$ cat config.mk
export PLATFORM = sky130hd
export DESIGN_NAME = rename_free_list
export DESIGN_NICKNAME = d
export VERILOG_FILES = /design/src/rtl/Purple_Jade_pkg.sv /design/src/rtl/free_list_ram.sv /design/src/rtl/rename_free_list.sv
export SDC_FILE = /design/constraint.sdc
export NUM_CORES = 1
export LEC_CHECK = 0
export BUFFER_PORTS_ARGS = -buffer_cell sky130_fd_sc_hd__buf_2
export CAP_MARGIN = 0
export CORE_UTILIZATION = 62
export CTS_CLUSTER_SIZE = 28
export DETAILED_ROUTE_END_ITERATION = 6
export GPL_TIMING_DRIVEN = 0
export HOLD_SLACK_MARGIN = 0.06
export PLACE_DENSITY = 0.79
export SYNTH_ARGS = -nofsm -noshare
export SYNTH_HDL_FRONTEND = slang
export SYNTH_SLANG_ARGS = --single-unit
$ cat constraint.sdc
create_clock -name clk_i -period 4.53 [get_ports clk_i]
set_input_delay 0.906 -clock clk_i [delete_from_list [all_inputs] [get_ports clk_i]]
set_output_delay 0.906 -clock clk_i [all_outputs]
set_load 0.005 [all_outputs]
$ cat src/rtl/Purple_Jade_pkg.sv
// Purple_Jade_pkg: sizing constants, tag/pointer/count types, FSM state enum and the
// circular-pointer helper shared by the rename free-list controller and its storage.
package Purple_Jade_pkg;

    localparam int unsigned NUM_PHYS_REGS = 64;
    localparam int unsigned NUM_ARCH_REGS = 16;
    localparam int unsigned FREE_DEPTH    = NUM_PHYS_REGS - NUM_ARCH_REGS;
    localparam int unsigned PREG_WIDTH    = $clog2(NUM_PHYS_REGS);
    localparam int unsigned PTR_WIDTH     = (FREE_DEPTH > 1) ? $clog2(FREE_DEPTH) : 1;
    localparam int unsigned CNT_WIDTH     = $clog2(FREE_DEPTH + 1);

    typedef logic [PREG_WIDTH-1:0] preg_t;
    typedef logic [PTR_WIDTH-1:0]  ptr_t;
    typedef logic [CNT_WIDTH-1:0]  cnt_t;

    typedef enum logic [1:0] {
        StInit,
        StRun,
        StRecover
    } fl_state_e;

    // Advance a list pointer; depth need not be a power of two, so wrap explicitly.
    function automatic ptr_t ptr_inc(input ptr_t p);
        return (p == ptr_t'(FREE_DEPTH - 1)) ? '0 : p + ptr_t'(1);
    endfunction

endpackage

$ cat src/rtl/free_list_ram.sv
// free_list_ram: DEPTH x WIDTH storage for the free list. One synchronous write port and
// one asynchronous read port. Contents are not reset; the controller rewrites every entry
// after each reset.
module free_list_ram #(
    parameter int unsigned DEPTH = 48,
    parameter int unsigned WIDTH = 6,
    parameter int unsigned AW    = (DEPTH > 1) ? $clog2(DEPTH) : 1
) (
    input  logic             clk,
    input  logic             we,
    input  logic [AW-1:0]    waddr,
    input  logic [WIDTH-1:0] wdata,
    input  logic [AW-1:0]    raddr,
    output logic [WIDTH-1:0] rdata
);

    logic [WIDTH-1:0] mem [DEPTH];

    // Single write port.
    always_ff @(posedge clk) begin
        if (we) begin
            mem[waddr] <= wdata;
        end
    end

    assign rdata = mem[raddr];

endmodule

$ cat src/rtl/rename_free_list.sv
// rename_free_list: physical-register free list for the rename stage. Offers one free preg
// per cycle, takes freed pregs back from commit, and rolls the speculative head back to the
// committed head on a mispredict.
// Build option: FREE_LIST_CHECK_EN enables the sticky consistency checker on error_o;
// without it error_o is tied low.
module rename_free_list
    import Purple_Jade_pkg::*;
(
    input  logic                  clk_i,
    input  logic                  reset_i,
    output logic                  alloc_v_o,
    output logic [PREG_WIDTH-1:0] alloc_preg_o,
    input  logic                  alloc_ready_i,
    input  logic                  commit_alloc_i,
    input  logic                  release_v_i,
    input  logic [PREG_WIDTH-1:0] release_preg_i,
    input  logic                  mispredict_i,
    output logic [CNT_WIDTH-1:0]  free_cnt_o,
    output logic                  error_o
);

    localparam ptr_t LAST_IDX = ptr_t'(FREE_DEPTH - 1);
    localparam cnt_t CNT_FULL = cnt_t'(FREE_DEPTH);

    fl_state_e state_q, state_d;
    ptr_t      init_idx_q, init_idx_d;
    ptr_t      head_q, head_d;
    ptr_t      chead_q, chead_d;
    ptr_t      tail_q, tail_d;
    cnt_t      free_cnt_q, free_cnt_d;
    cnt_t      cfree_cnt_q, cfree_cnt_d;
    logic      alloc_v_q, alloc_v_d;

    logic      ram_we;
    ptr_t      ram_waddr;
    preg_t     ram_wdata;
    preg_t     ram_rdata;

    logic      fire;
    logic      release_ok;
    logic      commit_ok;

    free_list_ram #(
        .DEPTH (FREE_DEPTH),
        .WIDTH (PREG_WIDTH),
        .AW    (PTR_WIDTH)
    ) u_ram (
        .clk   (clk_i),
        .we    (ram_we),
        .waddr (ram_waddr),
        .wdata (ram_wdata),
        .raddr (head_q),
        .rdata (ram_rdata)
    );

    // A mispredict discards any fire in the same cycle.
    assign fire = alloc_v_q & alloc_ready_i & ~mispredict_i;

`ifdef FREE_LIST_CHECK_EN
    logic error_q, error_d;
    logic release_bad, commit_bad, ready_bad;

    // Detect illegal operations; offending release/commit are dropped rather than applied.
    always_comb begin
        release_bad = release_v_i && (cfree_cnt_q == CNT_FULL);
        commit_bad  = commit_alloc_i && (chead_q == head_q) && (free_cnt_q == cfree_cnt_q);
        ready_bad   = alloc_ready_i && !alloc_v_q;
        release_ok  = release_v_i && !release_bad;
        commit_ok   = commit_alloc_i && !commit_bad;
        error_d     = error_q;
        if ((state_q != StInit) && (release_bad || commit_bad || ready_bad)) begin
            error_d = 1'b1;
        end
    end

    // Sticky error flag, cleared only by reset.
    always_ff @(posedge clk_i or posedge reset_i) begin
        if (reset_i) begin
            error_q <= 1'b0;
        end else begin
            error_q <= error_d;
        end
    end

    assign error_o = error_q;
`else
    assign release_ok = release_v_i;
    assign commit_ok  = commit_alloc_i;
    assign error_o    = 1'b0;
`endif

    // Next-state for the FSM, pointers, counters and the storage write port.
    always_comb begin
        state_d     = state_q;
        init_idx_d  = init_idx_q;
        head_d      = head_q;
        chead_d     = chead_q;
        tail_d      = tail_q;
        free_cnt_d  = free_cnt_q;
        cfree_cnt_d = cfree_cnt_q;
        ram_we      = 1'b0;
        ram_waddr   = tail_q;
        ram_wdata   = release_preg_i;

        unique case (state_q)
            StInit: begin
                // Seed entry i with preg NUM_ARCH_REGS+i; inputs are ignored here.
                ram_we     = 1'b1;
                ram_waddr  = init_idx_q;
                ram_wdata  = preg_t'(NUM_ARCH_REGS) + preg_t'(init_idx_q);
                init_idx_d = ptr_inc(init_idx_q);
                if (init_idx_q == LAST_IDX) begin
                    state_d     = StRun;
                    init_idx_d  = '0;
                    head_d      = '0;
                    chead_d     = '0;
                    tail_d      = '0;
                    free_cnt_d  = CNT_FULL;
                    cfree_cnt_d = CNT_FULL;
                end
            end
            StRun, StRecover: begin
                ram_we = release_ok;
                if (release_ok) begin
                    tail_d = ptr_inc(tail_q);
                end
                if (commit_ok) begin
                    chead_d = ptr_inc(chead_q);
                end
                cfree_cnt_d = cfree_cnt_q + cnt_t'(release_ok) - cnt_t'(commit_ok);
                if (mispredict_i) begin
                    // Roll back to the committed point after this cycle's commit/release.
                    head_d     = chead_d;
                    free_cnt_d = cfree_cnt_d;
                    state_d    = StRecover;
                end else begin
                    if (fire) begin
                        head_d = ptr_inc(head_q);
                    end
                    free_cnt_d = free_cnt_q + cnt_t'(release_ok) - cnt_t'(fire);
                    state_d    = StRun;
                end
            end
            default: begin
                state_d = StInit;
            end
        endcase

        // Offer validity is registered so it never depends on this cycle's inputs.
        alloc_v_d = (state_d == StRun) && (free_cnt_d != '0);
    end

    // FSM, pointer, counter and registered-valid state.
    always_ff @(posedge clk_i or posedge reset_i) begin
        if (reset_i) begin
            state_q     <= StInit;
            init_idx_q  <= '0;
            head_q      <= '0;
            chead_q     <= '0;
            tail_q      <= '0;
            free_cnt_q  <= '0;
            cfree_cnt_q <= '0;
            alloc_v_q   <= 1'b0;
        end else begin
            state_q     <= state_d;
            init_idx_q  <= init_idx_d;
            head_q      <= head_d;
            chead_q     <= chead_d;
            tail_q      <= tail_d;
            free_cnt_q  <= free_cnt_d;
            cfree_cnt_q <= cfree_cnt_d;
            alloc_v_q   <= alloc_v_d;
        end
    end

    assign alloc_v_o    = alloc_v_q;
    assign alloc_preg_o = alloc_v_q ? ram_rdata : '0;
    assign free_cnt_o   = free_cnt_q;

endmodule

---- Word-level counts from Yosys, hierarchy flattened ----
Memories as Yosys holds them, arrays and structs flattened.
Index checks and enable logic that the tools add are counted.
storage, ports and cells
  memory bits (writable) .................. 288
  register bits ........................... 39
  word-level logic and storage cells ...... 65
  memories kept ........................... 1
operators by class
  bitwise gates (word level) .............. 3
  muxes and demuxes ....................... 26
  reductions and logical operators ........ 8
  eq/ne operators ......................... 10
  add/sub/neg operators ................... 9
memories
  memory     words  bits a word  rd ports  clocked after Yosys merged registers in  write ports  line                 source
  u_ram.mem  48     6            1         0                                        1            free_list_ram.sv:17  logic [WIDTH-1:0] mem [DEPTH];
operator list
  kind                                                              count
  6-bit two-way mux                                                 15
  6-bit case mux with 2 select lines                                5
  6-bit by 1-bit adder with 6-bit output (second input constant)    4
  6-bit == test (second input constant)                             4
  6-bit by 1-bit adder with 6-bit output                            2
  6-bit by 1-bit subtractor with 6-bit output                       2
  5-bit by 6-bit adder with 6-bit output (first input constant)     1
  3-bit AND reduction                                               2
  6-bit nonzero test                                                1
  2-bit by 1-bit == test with 1-bit output (second input constant)  2
  2-bit two-way mux                                                 2
  2-bit inequality test (second input constant)                     2
  2-bit case mux with 2 select lines                                1
  3-bit inequality test (second input constant)                     1
  1-bit AND                                                         2
  2-bit == test (second input constant)                             1
  2-bit zero test                                                   1
  1-bit two-way mux                                                 2
  1-bit case mux with 2 select lines                                1
  2-bit AND reduction                                               1
  2-bit nonzero test                                                1
  2-bit OR reduction                                                1
  1-bit logical AND                                                 1
  1-bit inverter                                                    1

---- Logic depth before layout (Yosys ltp) ----
  depth after elaboration ................. 7
  mapped depth ............................ 13

---- Hierarchy ----
From an unflattened synthesis, not the netlist that was laid out.
unflattened totals
  cell total of the unflattened synthesis .. 943
  area, all modules ....................... 14,485.1 um^2
by module, submodules not included
  module            area an instance (um^2)  times used  cells each
  free_list_ram     11,634.9                 1           609
  rename_free_list  2,850.2                  1           334

---- Worst setup path before layout ----
No wires, ideal clock.
  path type ............................... register -> register
  from .................................... reg state_q[0]
  to ...................................... mem u_ram.mem[0][0], data pin
  stages on the path, launching flop included .. 7
  library setup time ...................... 0.578 ns
  required time ........................... 3.952 ns
  period minus slack after synthesis ...... 3.773 ns
  path buffers ............................ 3
  data arrival time ....................... 3.195 ns
  slack ................................... 0.757 ns
  cells stage by stage .................... dfrtp_1 -> inv_1 -> ha_1 -> buf_1 -> buf_1 -> clkbuf_1 -> o21ai_0
between the ends
  cells in the longest elaborated chain, start to end .. 2
RTL lines
  item                      line                     source
  start: declaration        rename_free_list.sv:25   fl_state_e state_q, state_d;
  start signal: assignment  rename_free_list.sv:156  state_q <= StInit;
  start signal: assignment  rename_free_list.sv:165  state_q <= state_d;
  2-bit zero test           rename_free_list.sv:105  unique case (state_q)
  6-bit two-way mux         rename_free_list.sv:105
  via ram_wdata[0]          rename_free_list.sv:36   preg_t ram_wdata;
  end: declaration          free_list_ram.sv:17
The timed path passes the listed nets, and every way through them passes these cells.

---- Worst setup path after layout ----
  from .................................... reg head_q[1]
  to ...................................... out alloc_preg_o[2]
between the ends
  cells in the longest elaborated chain, start to end .. 2
RTL lines
  item                      line                     source
  start: declaration        rename_free_list.sv:27   ptr_t head_q, head_d;
  start signal: assignment  rename_free_list.sv:158  head_q <= '0;
  start signal: assignment  rename_free_list.sv:167  head_q <= head_d;
  memory 48 x 6 bit         -
  6-bit two-way mux         rename_free_list.sv:177  assign alloc_preg_o = alloc_v_q ? ram_rdata : '0;
  end: declaration          rename_free_list.sv:12   output logic [PREG_WIDTH-1:0] alloc_preg_o,
No other way between the ends.

==> run_results.csv <==
group,metric,value,unit
finish,final_core_utilization,70.6,%
power_and_ir_drop,comb_power_share,2.1,%
global_route,initial_antenna_violation_count,0,
critical_path,reg2regPathDepth,8,
cts,ctsHtreeMaxLevel,1,
floorplan,placementRows,54,
power_and_ir_drop,static-leakage-power,4.83,nW
outcome,run_status,"finished, violations left",
synthesis,synth.most_common_cell,"sky130_fd_sc_hd__edfxtp_1",
sta,setup_ws_post_layout,0.333,ns
routing,vias,7866,
sta,hold_viol_final,0,
synthesis,synth_top_flop_cell,"sky130_fd_sc_hd__edfxtp_1",
synthesis,synth_top_cell_area_share,61.8,%
sta,finalSetupViolations,0,
global_route,grt_overflow,0,
place,placedCellCount,1133,
global_route,pin_count_of_the_biggest_net_entering_global_routing,49,
finish,final_nets,919,
critical_path,critical_path.reg2reg.endpoint,"u_ram.mem[33][3]$_DFFE_PP_",
finish,postLayoutCellArea,15500,sq um
power_and_ir_drop,netSwitchingFraction,20.1,%
finish,layout_cell_share_with_drive_strength_beyond_1,20.8,%
finish,antenna_cells_inserted,0,
sta,finalClockSkew,0.0182,ns
critical_path,timing_worst_setup_path_type,"reg2out",
cts,post_cts_resize_count,0,
power_and_ir_drop,power.share.sequential,56.1,%
sta,finalCriticalPeriod,4.20,ns
global_route,via_count_of_the_first_global_routing_pass,8213,
place,post-place-ws,0.877,ns
global_route,grt_first_pass_wirelength,48200,um
critical_path,cp-startpoint,"head_q[1]$_DFFE_PP0P_",
finish,layout-area-overhead-vs-synth,10.8,%
synthesis,synth_largest_area_cell,"sky130_fd_sc_hd__edfxtp_1",
critical_path,critical_path_rt,3.62,ns
outcome,violations,"design-rule violations",
synthesis,count_of_state_elements_after_synthesis,327,
cts,cts.sink_count,327,
routing,post_drt_via_cell_ratio,6.63,
power_and_ir_drop,net-switching-power,1.18,mW
place,gp_congestion,0.890,
sta,final_total_negative_setup_slack,0,ns
power_and_ir_drop,power.density_cell_area,377,nW/um^2
sta,report.final.slew_viol_count,0,
routing,drt-total-wl,31100,um
cts,tritoncts,"built",
power_and_ir_drop,peak_vdd_ir,0.347,mV
critical_path,critical_path_fanout_max,10,
cts,postCtsHoldBufs,0,
place,io_buffers,24,
place,dpl-instance-area,14600,sq um
synthesis,postSynthNetCount,859,
synthesis,summed_instance_area_of_the_synthesized_netlist,14000,sq um
sta,clock.fmax,238,MHz
cts,cts_setup_buffers,0,
power_and_ir_drop,clock_power_share,41.8,%
worst_hold_path,timing.hold.worst.class,"reg2reg",
place,dp_hpwl,20000,um
critical_path,arrival,3.29,ns
critical_path,critical_path.endpoint_type,"output pin",
synthesis,post_synth_inst_count,826,
critical_path,critical_path.startpoint_type,"flip-flop",
cts,cts_inserted_buffers,31,
synthesis,synthTopCellsByCount,"288 x sky130_fd_sc_hd__edfxtp_1, 87 x sky130_fd_sc_hd__nor2_1, 84 x sky130_fd_sc_hd__mux4_2",
floorplan,die_area,23200,sq um
floorplan,dieWidth,152,um
critical_path,timing.rr.start,"state_q[1]$_DFF_PP0_",
finish,multi_input_comb_area,4080,sq um
power_and_ir_drop,internal-power,4.67,mW
synthesis,synth.top_cells.by_area,"sky130_fd_sc_hd__edfxtp_1 62%, sky130_fd_sc_hd__mux4_2 14%, sky130_fd_sc_hd__dfrtp_1 7.0%",
synthesis,synthesis.yosys.warnings,0,
finish,final-seq-area,9620,sq um
floorplan,overall_die_height,152,um
sta,relSlewSlack,27.2,%
floorplan,io-pin-count,26,
run,drv.max_cap_violation_count,0,
sta,worst-slew-pin-transition,1.09,ns
global_route,grt.total_usage,28.0,%
routing,drt_pass1_iterations,7,
finish,final_non_filler_cells,1186,
power_and_ir_drop,power.total,5.85,mW
sta,finalCritPeriodShare,92.6,%
synthesis,synth.yosys.seq_area_share,68.8,%
synthesis,postSynth.asyncResetShare,11.9,%
routing,drt_first_iter_violations,873,
cts,worst_skew_pair.late_latency,0.57,ns
cts,ctsLongestPathBuffers,3,
critical_path,worstSetupEndpoint,"alloc_preg_o[2]",
floorplan,fp.coreArea,22000,sq um
routing,drt.antenna.violating_nets,0,
routing,drc,2,
finish,n_fill_cell,1314,
sta,hold_ws,0.525,ns
sta,grt_setup_unrepaired,"false",
floorplan,effective_utilization_at_floorplan,63.7,%
synthesis,yosysUniqueCellTypes,56,
critical_path,reg2reg_setup_slack,1.07,ns
synthesis,synth_enable_flop_cells,288,
cts,clock_transition_at_the_registers_of_the_reported_paths,0.07,ns
routing,route.detailed.wl_per_inst,26.2,um
cts,clock_tree.root_cell,"sky130_fd_sc_hd__clkbuf_16",
synthesis,synthesis.area_per_instance,16.9,sq um
==> layer usage <==
| layer | global-route usage [%] | part of all wire (%) |
|---|---|---|
| met2 | 46.0 | 49 |
| met4 | 9.62 | 2.9 |
| met1 | 38.5 | 39 |
| met5 | 0 | 0 |
| met3 | 4.98 | 8.7 |
==> cell type report <==
cell class | count | share of cell area [%]
Sequential cell | 327 | 62.1
Multi-Input combinational cell | 428 | 26.3
Clock buffer | 34 | 5.08
Tap cell | 280 | 2.26
Buffer | 37 | 1.25
Timing Repair Buffer | 27 | 1.21
Clock inverter | 19 | 1.01
Inverter | 34 | 0.823
==> registers in the layout, indices dropped and copies added (netlist names) <==
signal / cells
chead_q: 6
init_idx_q: 6
tail_q: 6
u_ram.mem: 288
free_cnt_o: 6
head_q: 6
state_q: 2
alloc_v_o: 1
cfree_cnt_q: 6
==> cell usage in the layout (no fill, tap or decap), types with 4 or more instances in the layout <==
cell and count:
sky130_fd_sc_hd__a21o_1 4, sky130_fd_sc_hd__a21oi_1 15, sky130_fd_sc_hd__a22o_1 6, sky130_fd_sc_hd__a22oi_1 9
sky130_fd_sc_hd__and3_1 5, sky130_fd_sc_hd__buf_1 6, sky130_fd_sc_hd__buf_2 32, sky130_fd_sc_hd__buf_4 4
sky130_fd_sc_hd__buf_6 4, sky130_fd_sc_hd__clkbuf_1 18, sky130_fd_sc_hd__clkbuf_16 31, sky130_fd_sc_hd__clkinv_2 9
sky130_fd_sc_hd__dfrtp_1 39, sky130_fd_sc_hd__edfxtp_1 288, sky130_fd_sc_hd__ha_1 19, sky130_fd_sc_hd__inv_1 33
sky130_fd_sc_hd__mux2_2 5, sky130_fd_sc_hd__mux2i_1 17, sky130_fd_sc_hd__mux4_2 84, sky130_fd_sc_hd__nand2_1 44
sky130_fd_sc_hd__nand2b_1 10, sky130_fd_sc_hd__nand3_1 9, sky130_fd_sc_hd__nand4_1 5, sky130_fd_sc_hd__nor2_1 87
sky130_fd_sc_hd__nor2b_1 4, sky130_fd_sc_hd__nor3_1 6, sky130_fd_sc_hd__nor3b_1 6, sky130_fd_sc_hd__o211ai_1 6
sky130_fd_sc_hd__o21ai_0 25, sky130_fd_sc_hd__o32ai_1 5, sky130_fd_sc_hd__xnor2_1 7, sky130_fd_sc_hd__xor2_1 8
==> worst min path at each step <==
stage | from | to | cells after the start
6_report | cfree_cnt_q[5]$_DFFE_PP0P_ | cfree_cnt_q[5]$_DFFE_PP0P_ | 1
5_1_grt | cfree_cnt_q[5]$_DFFE_PP0P_ | cfree_cnt_q[5]$_DFFE_PP0P_ | 1
4_1_cts | cfree_cnt_q[5]$_DFFE_PP0P_ | cfree_cnt_q[5]$_DFFE_PP0P_ | 1
3_5_place_dp | cfree_cnt_q[5]$_DFFE_PP0P_ | cfree_cnt_q[5]$_DFFE_PP0P_ | 1
3_3_place_gp | cfree_cnt_q[5]$_DFFE_PP0P_ | cfree_cnt_q[5]$_DFFE_PP0P_ | 1
2_1_floorplan | cfree_cnt_q[5]$_DFFE_PP0P_ | cfree_cnt_q[5]$_DFFE_PP0P_ | 1
==> cells by family (layout without fill, tap and decap cells) <==
family	count (synthesis)	in the layout	share of synthesized area, %
xor+xnor	15	15	0.939
other cells	1	1	0.0268
mux	107	107	15.2
simple gates	186	186	5.98
buf+inv	71	151	2.30
flops	327	327	68.8
fa+ha+maj	21	21	1.99
compound gates	98	98	4.75
==> power groups by stage <==
stage,Clock (mW),Combinational [mW],Sequential [mW]
after floorplan,0,0.0699,3.35
after global routing,2.57,0.136,3.28
final,2.45,0.124,3.28
after detailed placement,0,0.122,3.34
after global placement,0,0.104,3.35
after CTS,2.46,0.123,3.28
==> critical path: stages, from the launching register on <==
cell,delay [ns]
sky130_fd_sc_hd__dfrtp_1,0.40
sky130_fd_sc_hd__buf_2,0.33
sky130_fd_sc_hd__buf_1,0.57
sky130_fd_sc_hd__mux4_2,0.36
sky130_fd_sc_hd__mux2i_1,0.13
sky130_fd_sc_hd__a22oi_1,0.32
sky130_fd_sc_hd__o211ai_1,0.17
sky130_fd_sc_hd__nor2_1,0.28
sky130_fd_sc_hd__buf_2,0.17
Note: power is estimated with default switching activity, not from simulation.
